## config.mk

```make
export PLATFORM = sky130hd
export DESIGN_NAME = ddr3_xfer_seq
export DESIGN_NICKNAME = d
export VERILOG_FILES = /design/src/rtl/ddr3_xfer_seq.sv
export SDC_FILE = /design/constraint.sdc
export NUM_CORES = 1
export LEC_CHECK = 0
export ABC_AREA = 1
export CAP_MARGIN = 20
export CORE_ASPECT_RATIO = 0.75
export CORE_MARGIN = 2
export CORE_UTILIZATION = 60
export CTS_BUF_LIST = sky130_fd_sc_hd__clkbuf_4 sky130_fd_sc_hd__clkbuf_8
export DETAILED_ROUTE_END_ITERATION = 8
export GPL_TIMING_DRIVEN = 0
export PLACE_DENSITY = 0.95
export REMOVE_ABC_BUFFERS = 1
export SYNTH_ARGS = -nofsm -noshare
export SYNTH_HDL_FRONTEND = slang
export SYNTH_SLANG_ARGS = --single-unit
```

## constraint.sdc

```tcl
create_clock -name ui_clk -period 7 [get_ports ui_clk]
set_clock_uncertainty 0.1 [all_clocks]
set_input_delay 1.4 -clock ui_clk [delete_from_list [all_inputs] [get_ports ui_clk]]
set_output_delay 1.4 -clock ui_clk [all_outputs]
set_load 0.02 [all_outputs]
```

## src/rtl/ddr3_xfer_seq.sv

```systemverilog
// ddr3_xfer_seq: splits one host transfer command into half-buffer chunks,
// ping-pongs the two buffer halves against an external filler/drainer and
// drives the go/count/address ports of the ddr3 UI engine for each chunk.
// Completion and faults (with the index of the failing chunk) are reported
// back to the host.
module ddr3_xfer_seq #(
  parameter int BUF_DEPTH      = 10,
  parameter int MEM_ADDR_DEPTH = 28,
  parameter int LEN_WIDTH      = 24
) (
  input  logic                      ui_clk,
  input  logic                      rst,
  input  logic                      i_phy_init_done,
  input  logic                      i_cmd_stb,
  output logic                      o_cmd_rdy,
  input  logic                      i_cmd_wr,
  input  logic [MEM_ADDR_DEPTH-1:0] i_cmd_addr,
  input  logic [LEN_WIDTH-1:0]      i_cmd_len,
  output logic                      o_done,
  output logic                      o_fault,
  output logic [LEN_WIDTH-1:0]      o_fault_chunk,
  input  logic [1:0]                i_half_ready,
  output logic [1:0]                o_half_release,
  output logic [BUF_DEPTH-1:0]      o_half_len,
  output logic                      o_ibuf_go,
  output logic                      o_obuf_go,
  output logic [BUF_DEPTH-1:0]      o_xfer_count,
  output logic [BUF_DEPTH-1:0]      o_buf_start,
  output logic [MEM_ADDR_DEPTH-1:0] o_ddr3_addr,
  input  logic                      i_ibuf_bsy,
  input  logic                      i_obuf_bsy,
  input  logic                      i_ibuf_ddr3_fault,
  input  logic                      i_obuf_ddr3_fault
);

  localparam int                   HALF   = 2 ** (BUF_DEPTH - 1);
  localparam logic [BUF_DEPTH-1:0] HALF_W = BUF_DEPTH'(HALF);
  // Number of WAIT_BSY cycles (minus one) allowed before bsy must have risen.
  localparam logic [2:0]           BSY_MISS_LAST = 3'd7;

  typedef enum logic [2:0] {
    S_IDLE,
    S_ARM,
    S_GO,
    S_WAIT_BSY,
    S_RELEASE,
    S_DONE,
    S_FAULT
  } state_t;

  state_t                    state;
  state_t                    state_nx;
  logic                      rdy_q;
  logic                      dir_wr;
  logic [LEN_WIDTH-1:0]      remaining;
  logic [LEN_WIDTH-1:0]      rem_left;
  logic [LEN_WIDTH-1:0]      len_even;
  logic [MEM_ADDR_DEPTH-1:0] cur_addr;
  logic                      half_sel;
  logic [LEN_WIDTH-1:0]      chunk_idx;
  logic [2:0]                miss_cnt;
  logic                      bsy_seen;
  logic                      sel_bsy;
  logic                      sel_fault;
  logic                      cmd_acc;
  logic                      arm_go;

  // Chunk size clamps to one buffer half; a full half still fits BUF_DEPTH bits.
  function automatic logic [BUF_DEPTH-1:0] sat_chunk(input logic [LEN_WIDTH-1:0] rem);
    logic [BUF_DEPTH-1:0] c;
    c = (rem >= LEN_WIDTH'(HALF)) ? HALF_W : rem[BUF_DEPTH-1:0];
    return c;
  endfunction

  // UI addresses step once per two 32-bit words; wraps at the address width.
  function automatic logic [MEM_ADDR_DEPTH-1:0] next_addr(
    input logic [MEM_ADDR_DEPTH-1:0] a,
    input logic [BUF_DEPTH-1:0]      n
  );
    logic [MEM_ADDR_DEPTH-1:0] r;
    r = a + MEM_ADDR_DEPTH'(n >> 1);
    return r;
  endfunction

  assign o_cmd_rdy = rdy_q;
  assign len_even  = i_cmd_len & ~LEN_WIDTH'(1);
  assign cmd_acc   = i_cmd_stb & rdy_q;
  assign arm_go    = (state == S_ARM) & i_phy_init_done & i_half_ready[half_sel];
  assign sel_bsy   = dir_wr ? i_ibuf_bsy : i_obuf_bsy;
  assign sel_fault = dir_wr ? i_ibuf_ddr3_fault : i_obuf_ddr3_fault;
  assign rem_left  = remaining - LEN_WIDTH'(o_xfer_count);

  // State register; ready is registered so it stays low while reset is held.
  always_ff @(posedge ui_clk or negedge rst) begin
    if (!rst) begin
      state <= S_IDLE;
      rdy_q <= 1'b0;
    end else begin
      state <= state_nx;
      rdy_q <= (state_nx == S_IDLE);
    end
  end

  // Next-state decode and the single-cycle pulse outputs.
  always_comb begin
    state_nx       = state;
    o_ibuf_go      = 1'b0;
    o_obuf_go      = 1'b0;
    o_done         = 1'b0;
    o_half_release = 2'b00;
    o_half_len     = '0;
    case (state)
      S_IDLE: begin
        if (cmd_acc) state_nx = (len_even == '0) ? S_DONE : S_ARM;
      end
      S_ARM: begin
        if (arm_go) state_nx = S_GO;
      end
      S_GO: begin
        o_ibuf_go = dir_wr;
        o_obuf_go = ~dir_wr;
        state_nx  = S_WAIT_BSY;
      end
      S_WAIT_BSY: begin
        if (!bsy_seen) begin
          if (!sel_bsy && (miss_cnt == BSY_MISS_LAST)) state_nx = S_FAULT;
        end else if (!sel_bsy) begin
          state_nx = sel_fault ? S_FAULT : S_RELEASE;
        end
      end
      S_RELEASE: begin
        o_half_release[half_sel] = 1'b1;
        o_half_len               = o_xfer_count;
        state_nx                 = (rem_left == '0) ? S_DONE : S_ARM;
      end
      S_DONE: begin
        o_done   = 1'b1;
        state_nx = S_IDLE;
      end
      S_FAULT: begin
        o_done   = 1'b1;
        state_nx = S_IDLE;
      end
      default: state_nx = S_IDLE;
    endcase
  end

  // Command datapath: direction, running address and words still to move.
  always_ff @(posedge ui_clk) begin
    if (cmd_acc) begin
      dir_wr    <= i_cmd_wr;
      cur_addr  <= i_cmd_addr;
      remaining <= len_even;
    end else if (state == S_RELEASE) begin
      cur_addr  <= next_addr(cur_addr, o_xfer_count);
      remaining <= rem_left;
    end
  end

  // Half pointer and chunk index advance once per released chunk.
  always_ff @(posedge ui_clk or negedge rst) begin
    if (!rst) begin
      half_sel  <= 1'b0;
      chunk_idx <= '0;
    end else if (cmd_acc) begin
      half_sel  <= 1'b0;
      chunk_idx <= '0;
    end else if (state == S_RELEASE) begin
      half_sel  <= ~half_sel;
      chunk_idx <= chunk_idx + LEN_WIDTH'(1);
    end
  end

  // Chunk descriptor presented to the UI engine; frozen from ARM exit to RELEASE.
  always_ff @(posedge ui_clk or negedge rst) begin
    if (!rst) begin
      o_xfer_count <= '0;
      o_buf_start  <= '0;
      o_ddr3_addr  <= '0;
    end else if (arm_go) begin
      o_xfer_count <= sat_chunk(remaining);
      o_buf_start  <= half_sel ? HALF_W : '0;
      o_ddr3_addr  <= cur_addr;
    end
  end

  // Busy watchdog: bsy must rise within the miss window after go, then fall.
  always_ff @(posedge ui_clk or negedge rst) begin
    if (!rst) begin
      miss_cnt <= '0;
      bsy_seen <= 1'b0;
    end else if (state == S_GO) begin
      miss_cnt <= '0;
      bsy_seen <= 1'b0;
    end else if ((state == S_WAIT_BSY) && !bsy_seen) begin
      if (sel_bsy) bsy_seen <= 1'b1;
      else         miss_cnt <= miss_cnt + 3'd1;
    end
  end

  // Sticky fault status, cleared by the next accepted command.
  always_ff @(posedge ui_clk or negedge rst) begin
    if (!rst) begin
      o_fault       <= 1'b0;
      o_fault_chunk <= '0;
    end else if (cmd_acc) begin
      o_fault       <= 1'b0;
      o_fault_chunk <= '0;
    end else if ((state == S_WAIT_BSY) && (state_nx == S_FAULT)) begin
      o_fault       <= 1'b1;
      o_fault_chunk <= chunk_idx;
    end
  end

endmodule

```

==> impl_metrics.toml <==
[detailed_routing]
ant_nets = 0
routedLengthMet1_mm = 10.3
wire_per_inst_um = 16.1
top_layer = "met4"
drt_wl_total_mm = 23.7
met2WireLength_mm = 10.5
firstDrtPassIters = 9
viasPerCell = 5.58
wl_met3_mm = 2.38
drcViolationCount = 0
vias = 8174
first_iter_violations = 938

[clock_network]
cts_resized = 0
clock_latency_ps = 460
cts_buffer_depth = 2
cts_made_buffers = 17
clk_pin_slew_ps = 90
cts_setup_buffers = 0
htreeDepth = 4
hold_buffers = 0
cts_tree = "built"
cts_root_buffer = "clkbuf_8"
cts_sinks = 150

[timing]
hold_viol_final = 0
max_freq_mhz = 212
worst_hold_slack_ps = 386
setup_viol = 0
tns_ps = 0
tightest_slew_ps = 1020
fin_crit_sh_pct = 67.5
maxSlewHeadroom_pct = 32.3
grt_setup_unrepaired = "false"
slew_violations = 0
period_needed_ps = 4730

[placement]
io_buffer_count = 141
place_congestion = 0.916
placed_cells = 1432
hpwlAfterDp_mm = 17.1
dpl_cell_area_um2 = 10300

[cells_and_area]
n_antenna_cell = 0
area_growth_pct = 22.3
final_common_cell = "nand2_1"
finalNonFillerCells = 1466
fin_nets = 1340
utilization_pct = 74.5
nFillCells = 1039
drive_above_1_share_pct = 6.32
fin_area_um2 = 10700
layout_common_cells = "nand2_1 (299), inv_1 (158), clkdlybuf4s50_1 (140)"

[flow_run]
drv_cap = 0

[critical_path]
cp_max_fo = 81
cp_data_required_time_ps = 7120
startpoint_type = "primary input"
worstSetupPathType = "in -> reg"
r2r-start = "o_cmd_rdy"
critical_path.endpoint_type = "flip-flop"
worstPathArrival_ps = 4850
startpoint = "i_cmd_stb"

[power_and_ir_drop]
ir_drop_mv = 0.169
power.density_nw_per_um2 = 321
leakage_uw = 0.00489

[logic_synthesis]
synth-simple-area-share_pct = 28.1
synth_top_family_by_area = "simple AND/OR/NAND/NOR gates"
synth-seq-cells = 150
yosysSeqAreaShare_pct = 46.0
synth_cell_types = 55
yosys.area.top_type = "dfrtp_1"
syn_area_um2 = 8710
muxShareOfSynthArea_pct = 0.115
synth_top_area_share_pct = 27.9
syn_avg_cell_area_um2 = 7.81
netlist_instances = 1116
synth_xor_area_share_pct = 2.21
synth_edf_count = 52
synthAdderAreaFrac_pct = 3.62
yosys-top-cells-area = "dfrtp_1 (28%), edfxtp_1 (18%), nand2_1 (13%)"
synth-compound-area-share_pct = 10.7
yosys_warnings = 0
ys.flop_type = "dfrtp_1"
async_flop_share_pct = 64.7

[grt]
grt_pass1_vias = 7653
grt_antenna_before_repair = 0
grt_usage_pct = 31.3
grt_overflow = 0
grt_start_max_net_pins = 82
grt_pass1_wl_mm = 38.0

[floorplan]
dieHeight_um = 108
die_w_um = 143
core_um2 = 14300
io_pins = 152
floorplan.initialDensity_pct = 60.9
die-area_um2 = 15500
rows = 38

[status]
status = "finished, final reports clean"

[min_path]
worstHoldStart = "o_ddr3_addr[18]"
min_path_type = "reg -> reg"
flip-flops by register name, indices dropped and copies added, names as in the netlist:
| register | cells |
|---|---|
| o_buf_start | 1 |
| dir_wr | 1 |
| half_sel | 1 |
| o_xfer_count | 10 |
| o_ddr3_addr | 28 |
| miss_cnt | 3 |
| state | 3 |
| cur_addr | 28 |
| remaining | 24 |
| chunk_idx | 24 |
| o_cmd_rdy | 1 |
| bsy_seen | 1 |
| o_fault | 1 |
| o_fault_chunk | 24 |
synthesized netlist by cell type (2+ instances only):
master    count
a21oi_1      33
a32o_1        3
xnor2_1       2
a31oi_1       5
nor2_1       90
inv_1       158
nor2_4        3
edfxtp_1     52
nor2_2        3
buf_2         4
inv_2         4
nand2_4       2
nand3b_1      3
buf_1         5
o21bai_1      2
or2_2         2
clkbuf_1     17
buf_4         9
o21ai_0      81
ha_1         22
o21ai_1       4
nand3_1      91
nand2_2       3
nand2_1     300
nor4_1       10
nand4_1      17
nor3_1       22
o21a_1        5
xor2_1       20
o21ai_2      11
dfrtp_1      97
fa_1          2
nand3_2       3
o22ai_1      10
power by group:
part / internal (uW) / switching (uW)
registers: 1130 / 139
logic: 559 / 974
clock network: 258 / 355
total: 1950 / 1470
final timing paths:
path	endpoint	slack (ps)	depth (start not counted)
worst max-delay path	remaining[19]	2270	8
min in group asynchronous	o_xfer_count[8]	760	1
worst min register to register	o_ddr3_addr[18]	390	2
worst min-delay path	o_ddr3_addr[18]	390	2
worst max register to register	remaining[19]	3340	7
max in group asynchronous	o_xfer_count[0]	5360	2
per-stage QoR:
stage	total power (uW)	setup slack, ps
2_1_floorplan	2210	2930
3_3_place_gp	2720	666
3_5_place_dp	2780	1350
4_1_cts	3390	1820
5_1_grt	3640	2140
6_report	3420	2270
area by class of cell:
type | instances | area (um2) | area share (%)
clock inverters | 13 | 92.6 | 0.869
multi-input cells | 774 | 3950 | 37.0
inverters | 164 | 619 | 5.81
repair buffers | 146 | 1490 | 14.0
clock buffers | 19 | 249 | 2.34
well taps | 200 | 250 | 2.35
flip-flops and latches | 150 | 4010 | 37.6
kinds of logic (layout without fill, tap and decap cells):
family                     count (synthesis)  count (layout)
adders and majority gates                 24              24
xor gates and xnor gates                  22              22
other                                      1               9
muxes                                      1               1
and+or+nand+nor                          556             556
AOI/OAI and AO/OA                        162             162
DFF                                      150             150
buffers and inverters                    200             342
routing by layer:
metal / up-vias / GRT usage (%)
met1: 3776 / 45.1
met5: - / 0
li1: 3910 / -
met2: 438 / 48.6
met4: 0 / 9.12
met3: 50 / 6.20
worst max-delay path: stages:
cell and delay (ps):
clkdlybuf4s50_1 600, nand2_4 540, inv_2 980, nor2_1 250
buf_4 280, inv_1 450, a21oi_1 110, a21o_1 190
Note: power is estimated with default switching activity, not from simulation.
